**src/rtl/div_unit_if.sv**
```systemverilog
// Request/response bundle between the execute stage and the multi-cycle divider.
// EX owns the master side (operands, start, annul); the divider owns the slave side.
interface div_unit_if #(
    parameter int unsigned DATA_W = 32
) ();
    logic                  signed_div_i;
    logic [DATA_W-1:0]     opdata1_i;
    logic [DATA_W-1:0]     opdata2_i;
    logic                  start_i;
    logic                  annul_i;
    logic [2*DATA_W-1:0]   result_o;
    logic                  ready_o;

    modport master (
        output signed_div_i, opdata1_i, opdata2_i, start_i, annul_i,
        input  result_o, ready_o
    );

    modport slave (
        input  signed_div_i, opdata1_i, opdata2_i, start_i, annul_i,
        output result_o, ready_o
    );
endinterface

```
**src/rtl/div_unit.sv**
```systemverilog
// Multi-cycle radix-2 restoring divider serving the EX-stage DIV/DIVU handshake.
// Returns {remainder, quotient}; divide-by-zero yields all zeros.
// Optional macro DIV_EARLY_EXIT_EN: when |divisor| > |dividend| the result
// {dividend, 0} is produced on the short two-edge path instead of iterating.
module div_unit #(
    parameter int unsigned DATA_W = 32
) (
    input logic       clk,
    input logic       rst,
    div_unit_if.slave div_if
);
    localparam int unsigned CNT_W = $clog2(DATA_W + 1);

    // StByZero is the one-cycle short path; it also carries early-exit results.
    typedef enum logic [1:0] {StFree, StByZero, StOn, StEnd} state_e;

    state_e              r_state;
    logic [CNT_W-1:0]    r_cnt;
    logic [2*DATA_W-1:0] r_work;     // {partial remainder, dividend/quotient bits}
    logic [DATA_W-1:0]   r_divisor;
    logic                r_neg_q;
    logic                r_neg_r;
    logic [2*DATA_W-1:0] r_result;   // final value waiting to be exposed in END
    logic [2*DATA_W-1:0] r_result_o;
    logic                r_ready_o;

    logic                w_neg_a;
    logic                w_neg_b;
    logic [DATA_W-1:0]   w_mag_a;
    logic [DATA_W-1:0]   w_mag_b;
    logic [DATA_W:0]     w_trial;
    logic [2*DATA_W-1:0] w_next;
    logic [DATA_W-1:0]   w_quot;
    logic [DATA_W-1:0]   w_rem;

    // Operand magnitudes, one restoring step, and the final sign correction.
    always_comb begin
        w_neg_a = div_if.signed_div_i & div_if.opdata1_i[DATA_W-1];
        w_neg_b = div_if.signed_div_i & div_if.opdata2_i[DATA_W-1];
        w_mag_a = w_neg_a ? (~div_if.opdata1_i + DATA_W'(1)) : div_if.opdata1_i;
        w_mag_b = w_neg_b ? (~div_if.opdata2_i + DATA_W'(1)) : div_if.opdata2_i;
        // Upper DATA_W+1 bits after the left shift, minus the divisor.
        w_trial = r_work[2*DATA_W-1:DATA_W-1] - {1'b0, r_divisor};
        w_next  = w_trial[DATA_W] ? {r_work[2*DATA_W-2:0], 1'b0}
                                  : {w_trial[DATA_W-1:0], r_work[DATA_W-2:0], 1'b1};
        w_quot  = r_neg_q ? (~r_work[DATA_W-1:0] + DATA_W'(1)) : r_work[DATA_W-1:0];
        w_rem   = r_neg_r ? (~r_work[2*DATA_W-1:DATA_W] + DATA_W'(1))
                          : r_work[2*DATA_W-1:DATA_W];
    end

    // Control FSM with registered result/ready outputs.
    always_ff @(posedge clk or negedge rst) begin
        if (!rst) begin
            r_state    <= StFree;
            r_cnt      <= '0;
            r_work     <= '0;
            r_divisor  <= '0;
            r_neg_q    <= 1'b0;
            r_neg_r    <= 1'b0;
            r_result   <= '0;
            r_result_o <= '0;
            r_ready_o  <= 1'b0;
        end else begin
            case (r_state)
                StFree: begin
                    r_ready_o  <= 1'b0;
                    r_result_o <= '0;
                    r_cnt      <= '0;
                    if (div_if.start_i && !div_if.annul_i) begin
                        r_work    <= {{DATA_W{1'b0}}, w_mag_a};
                        r_divisor <= w_mag_b;
                        r_neg_q   <= w_neg_a ^ w_neg_b;
                        r_neg_r   <= w_neg_a;
                        if (div_if.opdata2_i == '0) begin
                            r_result <= '0;
                            r_state  <= StByZero;
                        end
`ifdef DIV_EARLY_EXIT_EN
                        else if (w_mag_b > w_mag_a) begin
                            // Quotient is zero, remainder is the untouched dividend.
                            r_result <= {div_if.opdata1_i, {DATA_W{1'b0}}};
                            r_state  <= StByZero;
                        end
`endif
                        else begin
                            r_state <= StOn;
                        end
                    end
                end
                StByZero: begin
                    r_state <= StEnd;
                end
                StOn: begin
                    if (div_if.annul_i) begin
                        r_state <= StFree;
                        r_cnt   <= '0;
                    end else if (r_cnt == CNT_W'(DATA_W)) begin
                        r_result <= {w_rem, w_quot};
                        r_state  <= StEnd;
                        r_cnt    <= '0;
                    end else begin
                        r_work <= w_next;
                        r_cnt  <= r_cnt + CNT_W'(1);
                    end
                end
                StEnd: begin
                    // Hold the result until EX drops start; annul has no effect here.
                    if (div_if.start_i) begin
                        r_ready_o  <= 1'b1;
                        r_result_o <= r_result;
                    end else begin
                        r_state    <= StFree;
                        r_ready_o  <= 1'b0;
                        r_result_o <= '0;
                    end
                end
                default: begin
                    r_state <= StFree;
                end
            endcase
        end
    end

    assign div_if.result_o = r_result_o;
    assign div_if.ready_o  = r_ready_o;
endmodule

```
**src/flat_wrapper.sv**
```systemverilog
// flat-port wrapper written by rule: the top's interface ports become plain ports
module div_unit_flat 
#(
    parameter int unsigned DATA_W = 32
)
  (clk, rst, div_if_signed_div_i, div_if_opdata1_i, div_if_opdata2_i, div_if_start_i, div_if_annul_i, div_if_result_o, div_if_ready_o);
  div_unit_if #(.DATA_W(DATA_W)) div_if_i ();
  input logic clk;
  input logic rst;
  input wire logic [$bits(div_if_i.signed_div_i)-1:0] div_if_signed_div_i;
  input wire logic [$bits(div_if_i.opdata1_i)-1:0] div_if_opdata1_i;
  input wire logic [$bits(div_if_i.opdata2_i)-1:0] div_if_opdata2_i;
  input wire logic [$bits(div_if_i.start_i)-1:0] div_if_start_i;
  input wire logic [$bits(div_if_i.annul_i)-1:0] div_if_annul_i;
  output wire logic [$bits(div_if_i.result_o)-1:0] div_if_result_o;
  output wire logic [$bits(div_if_i.ready_o)-1:0] div_if_ready_o;
  assign div_if_i.signed_div_i = div_if_signed_div_i;
  assign div_if_i.opdata1_i = div_if_opdata1_i;
  assign div_if_i.opdata2_i = div_if_opdata2_i;
  assign div_if_i.start_i = div_if_start_i;
  assign div_if_i.annul_i = div_if_annul_i;
  assign div_if_result_o = div_if_i.result_o;
  assign div_if_ready_o = div_if_i.ready_o;
  div_unit #(.DATA_W(DATA_W)) u_core (.clk(clk), .rst(rst), .div_if(div_if_i));
endmodule
```
**config.mk**
```make
export PLATFORM = sky130hd
export DESIGN_NAME = div_unit_flat
export DESIGN_NICKNAME = d
export VERILOG_FILES = /design/src/rtl/div_unit_if.sv /design/src/rtl/div_unit.sv /design/src/flat_wrapper.sv
export SDC_FILE = /design/constraint.sdc
export NUM_CORES = 1
export LEC_CHECK = 0
export ABC_CLOCK_PERIOD_IN_PS = 4200
export BUFFER_PORTS_ARGS = -buffer_cell sky130_fd_sc_hd__buf_2
export CORE_ASPECT_RATIO = 0.6
export CORE_MARGIN = 2
export CORE_UTILIZATION = 40
export DETAILED_ROUTE_END_ITERATION = 10
export GPL_ROUTABILITY_DRIVEN = 1
export PLACE_DENSITY_LB_ADDON = 0.08
export SLEW_MARGIN = 20
export SYNTH_ARGS = -nofsm -noshare
export SYNTH_HDL_FRONTEND = slang
export SYNTH_SLANG_ARGS = --single-unit
```
**constraint.sdc**
```tcl
create_clock -name clk -period 4.2 [get_ports clk]
set_input_delay 0.84 -clock clk [delete_from_list [all_inputs] [get_ports clk]]
set_output_delay 0.84 -clock clk [all_outputs]
set_load 0.02 [all_outputs]
```
# ---- Word level (Yosys, flattened, before mapping)
# Index checks and enable logic that the tools add are counted.
dict set report totals {
  reg_bits 235
  input_bits 69
  out_inout_bits 65
  wordCells 70
}
dict set report classes {
  n_addsub 6
  eq_ne 11
  n_mux 27
  n_bitwise 7
  reduce_logical 10
}
# cell count
set ops {}
lappend ops {{$mux W64} 9}
lappend ops {{$pmux W64 S2} 3}
lappend ops {{$add A32 B1 Y32 const B} 4}
lappend ops {{$mux W32} 4}
lappend ops {{$not A32 Y32} 4}
lappend ops {{$sub A33 B32 Y33} 1}
lappend ops {{$logic_not A32 Y1} 1}
lappend ops {{$mux W6} 2}
lappend ops {{$pmux W6 S2} 1}
lappend ops {{$mux W2} 5}
lappend ops {{$pmux W2 S4} 1}
lappend ops {{$add A6 B1 Y6 const B} 1}
lappend ops {{$eq A6 B6 Y1 const B} 1}
lappend ops {{$ne A2 B1 Y1 const B} 3}
lappend ops {{$ne A2 B2 Y1 const B} 3}
lappend ops {{$reduce_and A5 Y1} 1}
lappend ops {{$eq A2 B2 Y1 const B} 2}
lappend ops {{$reduce_and A4 Y1} 1}
lappend ops {{$reduce_bool A2 Y1} 2}
lappend ops {{$ne A3 B2 Y1 const B} 1}
lappend ops {{$reduce_and A3 Y1} 1}
lappend ops {{$and A1 B1 Y1} 2}
lappend ops {{$eq A2 B1 Y1 const B} 1}
lappend ops {{$logic_not A2 Y1} 1}
lappend ops {{6 further kinds} 6}

# ---- Logic depth before layout (Yosys ltp)
# Gate-level depths: netlist of the first run.
dict set report depth {
  word_depth 6
  ltp_mapped 13
  ltp_nobuf 11
}

# ---- Worst setup path after synthesis of the first run
# OpenSTA, ideal clock, no wires.
dict set report synth_timing {
  path_type {in2reg}
  start {input port div_if_opdata2_i[0]}
  end {register u_core.r_result[40]}
  setup_time_ns 0.145
  arrival_ns 2.961
  required_ns 4.055
  setup_slack_ns 1.094
  path_stages 12
  n_path_buf 2
  cell_sequence {inv_1 -> ha_1 -> nor3b_1 -> and3_1 -> and4_4 -> nor3b_2 -> a21boi_1 -> a2111o_1 -> buf_6 -> buf_2 -> nand2_1 -> o31ai_2}
}
dict set report synth_via {
  elab_chain_cells 3
}
# item line
set synth_lines {}
lappend synth_lines {{start, declared} flat_wrapper.sv:12} ;# input wire logic [$bits(div_if_i.opdata2_i)-1:0] div_if_opdata2_i;
lappend synth_lines {{$logic_not A32 Y1} div_unit.sv:74} ;# if (div_if.opdata2_i == '0) begin
lappend synth_lines {{$ne A2 B1 Y1 (no line)} --}
lappend synth_lines {{$reduce_and A5 Y1 (no line)} --}
lappend synth_lines {{end signal, assigned} div_unit.sv:98} ;# r_result <= {w_rem, w_quot};
lappend synth_lines {{end, declared} div_unit.sv:23} ;# logic [2*DATA_W-1:0] r_result;
# No other way between the ends.
# A chain may end at the register's enable or synchronous reset.

# ---- Final worst setup path of the first run
dict set report layout_timing {
  start {register u_core.r_work[31]}
  end {register u_core.r_work[60]}
}
dict set report layout_via {
  elab_chain_cells 5
}
# item line
set layout_lines {}
lappend layout_lines {{start, declared} div_unit.sv:19} ;# logic [2*DATA_W-1:0] r_work;
lappend layout_lines {{start signal, assigned} div_unit.sv:70} ;# r_work <= {{DATA_W{1'b0}}, w_mag_a};
lappend layout_lines {{start signal, assigned} div_unit.sv:102} ;# r_work <= w_next;
lappend layout_lines {{$sub A33 B32 Y33} div_unit.sv:43} ;# w_trial = r_work[2*DATA_W-1:DATA_W-1] - {1'b0, r_divisor};
lappend layout_lines {{$mux W64} div_unit.sv:44} ;# w_next = w_trial[DATA_W] ? {r_work[2*DATA_W-2:0], 1'b0}
lappend layout_lines {{$mux W64} div_unit.sv:97} ;# end else if (r_cnt == CNT_W'(DATA_W)) begin
lappend layout_lines {{$mux W64} div_unit.sv:94} ;# if (div_if.annul_i) begin
lappend layout_lines {{$pmux W64 S2} div_unit.sv:64} ;# case (r_state)
# No other way between the ends. The select of a mux whose other input is x is not followed.

==> results of run 1 <==
==> cells in the mapped netlist (9+ instances only) <==
library cell and number:
sky130_fd_sc_hd__buf_2 9, sky130_fd_sc_hd__xnor2_1 56, sky130_fd_sc_hd__nand2b_1 9, sky130_fd_sc_hd__clkbuf_1 57
sky130_fd_sc_hd__nor4_1 9, sky130_fd_sc_hd__o31ai_1 31, sky130_fd_sc_hd__xor2_1 92, sky130_fd_sc_hd__o41ai_1 15
sky130_fd_sc_hd__o311ai_0 20, sky130_fd_sc_hd__a22o_1 65, sky130_fd_sc_hd__o21ai_1 12, sky130_fd_sc_hd__a21o_1 15
sky130_fd_sc_hd__o21ai_0 163, sky130_fd_sc_hd__nor2_1 74, sky130_fd_sc_hd__buf_1 12, sky130_fd_sc_hd__nand2_1 226
sky130_fd_sc_hd__o31ai_2 15, sky130_fd_sc_hd__a21oi_1 86, sky130_fd_sc_hd__nor3_1 16, sky130_fd_sc_hd__or4_1 17
sky130_fd_sc_hd__dfrtp_1 235, sky130_fd_sc_hd__nand3_1 34, sky130_fd_sc_hd__or3_1 13, sky130_fd_sc_hd__inv_1 55
sky130_fd_sc_hd__a32oi_1 12, sky130_fd_sc_hd__nor2b_1 9, sky130_fd_sc_hd__ha_1 42
==> worst max-delay path, cell delays in order, from the launching register on <==
cell                        delay (ns)
sky130_fd_sc_hd__dfrtp_1          0.38
sky130_fd_sc_hd__inv_1            0.07
sky130_fd_sc_hd__ha_1             0.21
sky130_fd_sc_hd__fa_1             0.40
sky130_fd_sc_hd__nor2b_1          0.17
sky130_fd_sc_hd__o2111ai_1        0.17
sky130_fd_sc_hd__a211oi_1         0.49
sky130_fd_sc_hd__nor4_1           0.18
sky130_fd_sc_hd__o21ai_1          0.48
sky130_fd_sc_hd__mux2i_4          0.60
sky130_fd_sc_hd__buf_4            0.26
sky130_fd_sc_hd__a32oi_1          0.10
sky130_fd_sc_hd__o21ai_0          0.12
==> layout make-up <==
cell class,count,area (µm²)
Fill cell,3235,17900
Multi-Input combinational cell,1111,7140
Sequential cell,235,5880
Timing Repair Buffer,154,883
Clock buffer,36,738
Tap cell,459,574
Inverter,55,206
Clock inverter,10,146
==> metal layers <==
metal | GRT usage | vias up | share of wire
li1 | - | 5544 | -
met1 | 0.420 | 5283 | 0.60
met2 | 0.229 | 341 | 0.32
met3 | 0.0359 | 34 | 0.068
met4 | 0.0321 | 0 | 0.013
met5 | 0 | - | 0
==> flip-flops by register name, summed over array words and instances (netlist names) <==
register	count
u_core.r_divisor	32
u_core.r_work	64
u_core.r_cnt	6
u_core.r_neg_q	1
u_core.div_if.ready_o	1
u_core.r_neg_r	1
u_core.div_if.result_o	64
u_core.r_result	64
u_core.r_state	2
==> power by group through the flow <==
stage / clock network, mW / registers (mW) / logic (mW)
6_report: 2.36 / 3.38 / 5.21
5_1_grt: 2.50 / 3.45 / 5.77
4_1_cts: 2.41 / 3.35 / 5.11
3_5_place_dp: 0 / 3.40 / 5.08
3_3_place_gp: 0 / 3.37 / 5.08
2_1_floorplan: 0 / 3.11 / 3.70
==> metrics by stage <==
step / hold slack [ns] / power, mW
2_1_floorplan: 0.440 / 6.81
3_3_place_gp: 0.461 / 8.46
3_5_place_dp: 0.466 / 8.48
4_1_cts: 0.278 / 10.9
5_1_grt: 0.302 / 11.7
6_report: 0.255 / 11.0
==> what timing repair did <==
item	4_1_cts	5_1_grt
endpoints found under the setup margin	0	20
buffers inserted	0	0
gates resized for setup	0	1
==> worst paths after layout <==
path,to,cells past startpoint,from,slack [ns]
worst max-delay path,u_core.r_work[60]$_DFFE_PN0P_,12,u_core.r_work[31]$_DFFE_PN0P_,0.49
worst min-delay path,u_core.r_divisor[8]$_DFFE_PN0P_,1,rst,0.25
worst max register to register,u_core.r_work[60]$_DFFE_PN0P_,12,u_core.r_work[31]$_DFFE_PN0P_,0.49
worst min register to register,u_core.r_cnt[5]$_DFFE_PN0P_,1,u_core.r_cnt[5]$_DFFE_PN0P_,0.47
max in group asynchronous,u_core.div_if.result_o[14]$_DFFE_PN0P_,2,rst,3.00
min in group clk,u_core.r_cnt[5]$_DFFE_PN0P_,1,u_core.r_cnt[5]$_DFFE_PN0P_,0.47
==> logic make-up (layout without fill, tap and decap cells) <==
family                     after synthesis  in the layout  share of synthesized area
and+or+nand+nor                        438            438                      0.149
xor gates and xnor gates               148            148                     0.0959
AOI/OAI and AO/OA                      473            473                      0.233
muxes                                    8              9                    0.00611
DFF                                    235            235                      0.435
buffers and inverters                  136            255                     0.0403
adders and majority gates               43             43                     0.0404
==> impl_metrics.json, run 1 <==
{
  "clkTransAtPathRegs_ns": 0.06,
  "dpl.hpwl_um": 28600,
  "grt_antenna_before_repair": 0,
  "fin_util": 0.465,
  "final_cell_count_no_fill": 2060,
  "max-vdd-ir-drop_v": 0.000347,
  "num_io_pins": 134,
  "worstPathArrival_ns": 4.18,
  "summed_negative_setup_slack_over_all_endpoints_ns": 0,
  "area_growth_syn_to_layout_pct": 15.2,
  "run_status": "complete, no violations",
  "antenna-diode-count": 0,
  "placedInstanceArea_um2": 14700,
  "drt-total-wl_um": 38800,
  "p_leak_nw": 7.09,
  "cts_hold_repair.buffers": 0,
  "clk_path_buf_depth": 3,
  "cts.sink_count": 235,
  "finalClockSkew_ns": 0.0127,
  "pwr-share-clk": 0.216,
  "final_period_minus_worst_setup_slack_ns": 3.71,
  "pre_cts_ws_ns": 0.352,
  "mostFrequentLayoutCell": "sky130_fd_sc_hd__dfrtp_1",
  "worstSetupStartpointType": "flop",
  "grt_max_degree": 94,
  "top_post_synthesis_cells_by_area": "sky130_fd_sc_hd__dfrtp_1 (44%), sky130_fd_sc_hd__nand2_1 (6.3%), sky130_fd_sc_hd__o21ai_0 (6.0%), sky130_fd_sc_hd__xor2_1 (6.0%), sky130_fd_sc_hd__a22o_1 (4.2%)",
  "area_of_all_placed_cells_without_fillers_um2": 15600,
  "synth_seq_cells": 235,
  "slew-limit-headroom": 0.316,
  "drive_gt1_frac": 0.146,
  "max_slew.worst_pin.slew_ns": 1.03,
  "worst_setup_end_kind": "flop",
  "detail_route.drc_violations": 0,
  "drtAntennaViolNets": 0,
  "setup_viol": 0,
  "place.detailed.instances": 2013,
  "rows": 52,
  "avgSynthCellArea_um2": 9.13,
  "cts_max_level": 1,
  "fp.dieW_um": 241,
  "cts-buffers-inserted": 26,
  "routed-via-count": 11200,
  "design.die.area_um2": 35300,
  "grt_pass1_wl_um": 60200,
  "initial_drt_markers": 1179,
  "cts.root.buffer_cell": "sky130_fd_sc_hd__clkbuf_16",
  "floorplan.die.height_um": 146,
  "timing.critical_path.fanout_max": 13,
  "critical_path_class": "flop to flop",
  "synth_top_area_share": 0.435,
  "first_pass_detailed_route_iteration_total": 5,
  "number_of_enable_type_register_cells_in_the_synthesized_netlist": 0,
  "synth_flop_cell": "sky130_fd_sc_hd__dfrtp_1",
  "floorplan.initialDensity": 0.403,
  "power.internal_mw": 5.94,
  "final.period_utilization": 0.884,
  "finalMaxSlewViolations": 0,
  "synthCells": 1481,
  "setup_slack_after_layout_ns": 0.487,
  "via_per_inst": 5.44,
  "fmax_mhz": 269,
  "cp_data_required_time_ns": 4.66,
  "finalWeightedCongestion": 0.948,
  "port_buffers": 133,
  "grt_pass1_vias": 10000,
  "area_leader_netlist": "sky130_fd_sc_hd__dfrtp_1",
  "power.net_switching_mw": 5.01,
  "share_seq_of_total_power": 0.308,
  "power_frac_comb": 0.476,
  "cts_tree": "done",
  "synth.distinct_cells": 71,
  "power-per-cell-area_nw_per_um2": 703,
  "post_synthesis_instance_area_um2": 13500,
  "core_region_area_um2": 33500,
  "syn_nets": 1593,
  "final_cell_mix": "sky130_fd_sc_hd__dfrtp_1 (235), sky130_fd_sc_hd__nand2_1 (226), sky130_fd_sc_hd__o21ai_0 (161), sky130_fd_sc_hd__buf_2 (132), sky130_fd_sc_hd__xor2_1 (92)",
  "grt.overflow.total": 0,
  "routedWlPerCell_um": 18.9,
  "rsz_0062_raised_after_global_routing": "no",
  "synth-seq-area-share": 0.435,
  "synth-async-reset-ratio": 1.00,
  "final_hold_viol_count": 0,
  "grt.total_usage": 0.219,
  "power_switching_share": 0.457,
  "hold_path.class": "primary input to async pin",
  "clock_latency_ns": 0.55,
  "layout.nets": 1695,
  "drv_cap": 0,
  "synthesis.yosys.warnings": 0
}
Power figures use the tool's default switching activity.
==> inputs of run 2 (changes only) <==
- ABC_CLOCK_PERIOD_IN_PS: 4200 -> 3400
- clock period: 4.2 -> 3.4 ns (I/O delays scaled with it)
==> run 2 against run 1 <==
Net effect:
- first-iteration DRC count increased by 8.8%
- sequential power increased by 20%
- flip-flop and latch count unchanged
- wire length increased by 1.6%
- critical endpoint is now u_core.r_work[57]$_DFFE_PN0P_
- combinational power increased by 34%
- count of clock-buffer cells in the layout decreased by 1
- design area increased by 2.4%
- setup slack got worse by 0.32 ns
==> impl_metrics.json, run 2 (synthesis results as in run 1) <==
{
  "routed-via-count": 11300,
  "drtAntennaViolNets": 0,
  "initial_drt_markers": 1283,
  "cts_max_level": 1,
  "drv_cap": 0,
  "worstPathArrival_ns": 3.72,
  "place.detailed.instances": 2064,
  "finalWeightedCongestion": 0.924,
  "clk_path_buf_depth": 3,
  "finalMaxSlewViolations": 0,
  "clock_latency_ns": 0.56,
  "max-vdd-ir-drop_v": 0.000471,
  "grt_pass1_wl_um": 61000,
  "drt-total-wl_um": 39500,
  "cts_tree": "done",
  "design.die.area_um2": 35300,
  "grt_pass1_vias": 10000,
  "antenna-diode-count": 0,
  "run_status": "complete, no violations",
  "via_per_inst": 5.34,
  "area_growth_syn_to_layout_pct": 18.0,
  "grt_antenna_before_repair": 0,
  "rows": 52,
  "reg2reg_setup_slack_ns": 0.17,
  "floorplan.initialDensity": 0.403,
  "drive_gt1_frac": 0.175,
  "cts-buffers-inserted": 25,
  "first_pass_detailed_route_iteration_total": 5,
  "power-per-cell-area_nw_per_um2": 871,
  "final_hold_viol_count": 0,
  "hold_path.class": "primary input to async pin",
  "final.period_utilization": 0.950,
  "clkTransAtPathRegs_ns": 0.07,
  "mostFrequentLayoutCell": "sky130_fd_sc_hd__dfrtp_1",
  "rr_endpoint": "u_core.r_work[57]$_DFFE_PN0P_",
  "final_cell_mix": "sky130_fd_sc_hd__dfrtp_1 (235), sky130_fd_sc_hd__nand2_1 (226), sky130_fd_sc_hd__o21ai_0 (161), sky130_fd_sc_hd__buf_2 (132), sky130_fd_sc_hd__xor2_1 (92)",
  "floorplan.die.height_um": 146,
  "dpl.hpwl_um": 29500,
  "detail_route.drc_violations": 0,
  "fp.dieW_um": 241,
  "routedWlPerCell_um": 18.7,
  "worst_setup_end_kind": "flop",
  "timing.critical_path.fanout_max": 6,
  "finalClockSkew_ns": 0.0136,
  "cts.sink_count": 235,
  "summed_negative_setup_slack_over_all_endpoints_ns": 0,
  "final_period_minus_worst_setup_slack_ns": 3.23,
  "core_region_area_um2": 33500,
  "grt.overflow.total": 0,
  "critical_path_class": "flop to flop",
  "cts.root.buffer_cell": "sky130_fd_sc_hd__clkbuf_16",
  "area_of_all_placed_cells_without_fillers_um2": 15900,
  "grt.total_usage": 0.223,
  "layout.nets": 1744,
  "rr_worst_depth": 13,
  "slew-limit-headroom": 0.360,
  "max_slew.worst_pin.slew_ns": 0.959,
  "p_total_mw": 13.9,
  "setup_viol": 0,
  "rr_startpoint": "u_core.r_divisor[0]$_DFFE_PN0P_",
  "p_leak_nw": 7.34,
  "final_cell_count_no_fill": 2110,
  "num_io_pins": 134,
  "cp_data_required_time_ns": 3.89,
  "port_buffers": 133,
  "grt_max_degree": 91,
  "fmax_mhz": 309,
  "worstSetupStartpointType": "flop",
  "placedInstanceArea_um2": 15100
}
run 2: cell types whose count changed in the layout (fill, tap and decap cells not counted), moves of 2 or more:
cell	before	now
sky130_fd_sc_hd__buf_4	17	66
sky130_fd_sc_hd__clkinv_2	3	5
sky130_fd_sc_hd__nor4_1	9	7
sky130_fd_sc_hd__nor4_2	1	3
run 2: per-stage QoR:
step	hold slack [ns]	utilization	setup slack, ns
after floorplan	0.384	-	0.353
after global placement	0.461	0.450	0.0363
after detailed placement	0.471	0.450	-0.100
after CTS	0.000350	0.475	0.0234
after global routing	0.00667	0.476	-0.00180
final	0.00515	0.476	0.169
run 2: worst max path at each step:
stage | start | end | slack [ns] | cells after the start
floorplan | u_core.r_work[31]$_DFFE_PN0P_ | u_core.r_work[57]$_DFFE_PN0P_ | 0.35 | 12
global route | u_core.r_work[31]$_DFFE_PN0P_ | u_core.r_work[34]$_DFFE_PN0P_ | -0.002 | 15
global placement | div_if_opdata2_i[0] | u_core.r_result[33]$_DFFE_PN0P_ | 0.04 | 11
finish | u_core.r_divisor[0]$_DFFE_PN0P_ | u_core.r_work[57]$_DFFE_PN0P_ | 0.17 | 13
CTS | u_core.r_divisor[0]$_DFFE_PN0P_ | u_core.r_work[41]$_DFFE_PN0P_ | 0.02 | 13
detailed placement | div_if_opdata2_i[0] | u_core.r_result[33]$_DFFE_PN0P_ | -0.10 | 11
run 2: power by group:
part	total, mW	switching [mW]	internal [mW]
Sequential	4.06	0.705	3.35
Combinational	6.97	4.39	2.58
Clock	2.86	1.21	1.65
run 2: timing repair:
| item | 4_1_cts | 5_1_grt |
|---|---|---|
| buffers inserted | 0 | 0 |
| hold buffers | 0 | 0 |
| endpoints found under the setup margin | 0 | 27 |
| resized for setup | 0 | 7 |
run 2: worst max-delay path: stages (launching register included):
cell and delay [ns]:
sky130_fd_sc_hd__dfrtp_1 0.39, sky130_fd_sc_hd__ha_1 0.23, sky130_fd_sc_hd__fa_1 0.42, sky130_fd_sc_hd__nor2b_2 0.16, sky130_fd_sc_hd__o2111ai_1 0.16, sky130_fd_sc_hd__a211oi_2 0.26
sky130_fd_sc_hd__buf_4 0.15, sky130_fd_sc_hd__nor4_2 0.04, sky130_fd_sc_hd__o21ai_1 0.19, sky130_fd_sc_hd__buf_4 0.16, sky130_fd_sc_hd__mux2i_4 0.11, sky130_fd_sc_hd__buf_4 0.17
sky130_fd_sc_hd__or4b_2 0.64, sky130_fd_sc_hd__nand2_1 0.08
run 2: area by class of cell:
type	count	area, µm²
clock buffer	35	723
clock inverter	11	129
fill	3222	17600
inverter	55	206
multi-input combinational	1110	7150
sequential	235	5880
tap	459	574
timing repair buffer	205	1290
run 2: layer usage:
| layer | up-vias | track usage | share of wire |
|---|---|---|---|
| met2 | 342 | 0.225 | 0.31 |
| met1 | 5270 | 0.418 | 0.59 |
| met5 | - | 0 | 0 |
| li1 | 5634 | - | - |
| met4 | 0 | 0.0290 | 0.011 |
| met3 | 31 | 0.0666 | 0.086 |
==> inputs of run 3 (changes only) <==
- CTS_BUF_LIST: not set -> sky130_fd_sc_hd__clkbuf_8 sky130_fd_sc_hd__clkbuf_16
==> run 3 against run 2 <==
Net effect:
- register-to-register slack is essentially flat
- global-route usage is the same
- worst hold slack is essentially flat
- via count is essentially flat
- first-iteration DRC count shrank 4.5%
- combinational power is essentially flat
==> impl_metrics.json, run 3 (synthesis results as in run 1) <==
{
  "pre_cts_ws_ns": -0.100,
  "critical-path-max-stage-delay_ns": 0.64,
  "antenna-diode-count": 0,
  "area_growth_syn_to_layout_pct": 18.0,
  "layout.nets": 1744,
  "holdWs_ns": 0.00494,
  "final_period_minus_worst_setup_slack_ns": 3.23,
  "drv_cap": 0,
  "ff_latch_area_um2": 5880,
  "drt-total-wl_um": 39500,
  "cts_hold_repair.buffers": 0,
  "rr_startpoint": "u_core.r_divisor[0]$_DFFE_PN0P_",
  "drive_gt1_frac": 0.175,
  "power-per-cell-area_nw_per_um2": 871,
  "p_total_mw": 13.9,
  "summed_negative_setup_slack_over_all_endpoints_ns": 0,
  "cts_max_level": 1,
  "rr_endpoint": "u_core.r_work[57]$_DFFE_PN0P_",
  "worstPathArrival_ns": 3.71,
  "fin_util": 0.476,
  "final.period_utilization": 0.949,
  "fmax_mhz": 310,
  "slew-limit-headroom": 0.360,
  "p_leak_nw": 7.35,
  "final_cell_mix": "sky130_fd_sc_hd__dfrtp_1 (235), sky130_fd_sc_hd__nand2_1 (226), sky130_fd_sc_hd__o21ai_0 (161), sky130_fd_sc_hd__buf_2 (132), sky130_fd_sc_hd__xor2_1 (92)",
  "dpl.hpwl_um": 29500,
  "floorplan.initialDensity": 0.403,
  "num_io_pins": 134,
  "drtAntennaViolNets": 0,
  "grt.total_usage": 0.223,
  "mostFrequentLayoutCell": "sky130_fd_sc_hd__dfrtp_1",
  "multi_input_comb_area_um2": 7150,
  "timing.critical_path.fanout_max": 6,
  "clkTransAtPathRegs_ns": 0.07,
  "worstSetupStartpointType": "flop",
  "via_per_inst": 5.35,
  "initial_drt_markers": 1225,
  "fp.dieW_um": 241,
  "cp_cell_sequence": "ha_1 > fa_1 > nor2b_2 > o2111ai_1 > a211oi_2 > buf_4 > nor4_2 > o21ai_1 > buf_4 > mux2i_4 > buf_4 > or4b_2 > nand2_1",
  "first_pass_detailed_route_iteration_total": 5,
  "finalClockSkew_ns": 0.0140,
  "grt.overflow.total": 0,
  "crit_family": "simple AND/OR/NAND/NOR gates",
  "cts.sink_count": 235,
  "setup_viol": 0,
  "finalMaxSlewViolations": 0,
  "port_buffers": 133,
  "detail_route.drc_violations": 0,
  "core_region_area_um2": 33500,
  "cts.root.buffer_cell": "sky130_fd_sc_hd__clkbuf_16",
  "finalWeightedCongestion": 0.924,
  "rr_worst_depth": 13,
  "cts_tree": "done",
  "max-vdd-ir-drop_v": 0.000476,
  "setup_slack_after_layout_ns": 0.172,
  "routedWlPerCell_um": 18.7,
  "run_status": "complete, no violations",
  "routed-via-count": 11300,
  "floorplan.die.height_um": 146,
  "final_hold_viol_count": 0,
  "reg2reg_setup_slack_ns": 0.17,
  "worstPathBufferInverterCount": 3,
  "max_slew.worst_pin.slew_ns": 0.960,
  "rows": 52,
  "cp_slowest_cell": "sky130_fd_sc_hd__or4b_2",
  "hold_path.class": "primary input to async pin",
  "clk_path_buf_depth": 3,
  "grt_max_degree": 91,
  "grt_pass1_wl_um": 61000,
  "worst_setup_end_kind": "flop",
  "critical_path.most_common_cell": "sky130_fd_sc_hd__buf_4",
  "critical_path_class": "flop to flop",
  "design.die.area_um2": 35300,
  "cp_data_required_time_ns": 3.89,
  "grt_antenna_before_repair": 0,
  "cts-buffers-inserted": 25,
  "critical_path_cell_count": 13,
  "clock_latency_ns": 0.56,
  "nFillCells": 3222,
  "grt_pass1_vias": 10000
}
[run 3: what timing repair did]
action / 4_1_cts / 5_1_grt
endpoints found under the setup margin: 0 / 27
buffers inserted: 0 / 0
resized for setup: 0 / 7
[run 3: final cells by class]
class	count	share of cell area
clock inverters	15	0.00902
multi-input cells	1110	0.448
inverters	55	0.0129
repair buffers	205	0.0807
well taps	459	0.0360
clock buffers	31	0.0444
flip-flops and latches	235	0.369
[run 3: metal layers]
layer | vias to the layer above | routed length, µm | global-route usage
met5 | - | 0 | 0
met1 | 5270 | 23400 | 0.418
li1 | 5638 | - | -
met2 | 343 | 12300 | 0.225
met3 | 31 | 3360 | 0.0666
met4 | 0 | 421 | 0.0290
[run 3: worst max path at each step]
stage,start,endpoint
5_1_grt,u_core.r_work[31]$_DFFE_PN0P_,u_core.r_work[34]$_DFFE_PN0P_
2_1_floorplan,u_core.r_work[31]$_DFFE_PN0P_,u_core.r_work[57]$_DFFE_PN0P_
4_1_cts,u_core.r_divisor[0]$_DFFE_PN0P_,u_core.r_work[41]$_DFFE_PN0P_
3_5_place_dp,div_if_opdata2_i[0],u_core.r_result[33]$_DFFE_PN0P_
3_3_place_gp,div_if_opdata2_i[0],u_core.r_result[33]$_DFFE_PN0P_
6_report,u_core.r_divisor[0]$_DFFE_PN0P_,u_core.r_work[57]$_DFFE_PN0P_
[run 3: per-stage QoR]
step / std cells / cell area, µm²
global placement: 2064 / 15100
finish: 2110 / 15900
detailed placement: 2064 / 15100
global route: 2110 / 15900
floorplan: 1481 / 13500
CTS: 2110 / 15900
[run 3: power breakdown]
group / internal [mW] / switching (mW)
registers: 3.35 / 0.705
logic: 2.58 / 4.40
clock network: 1.64 / 1.21
total: 7.57 / 6.32
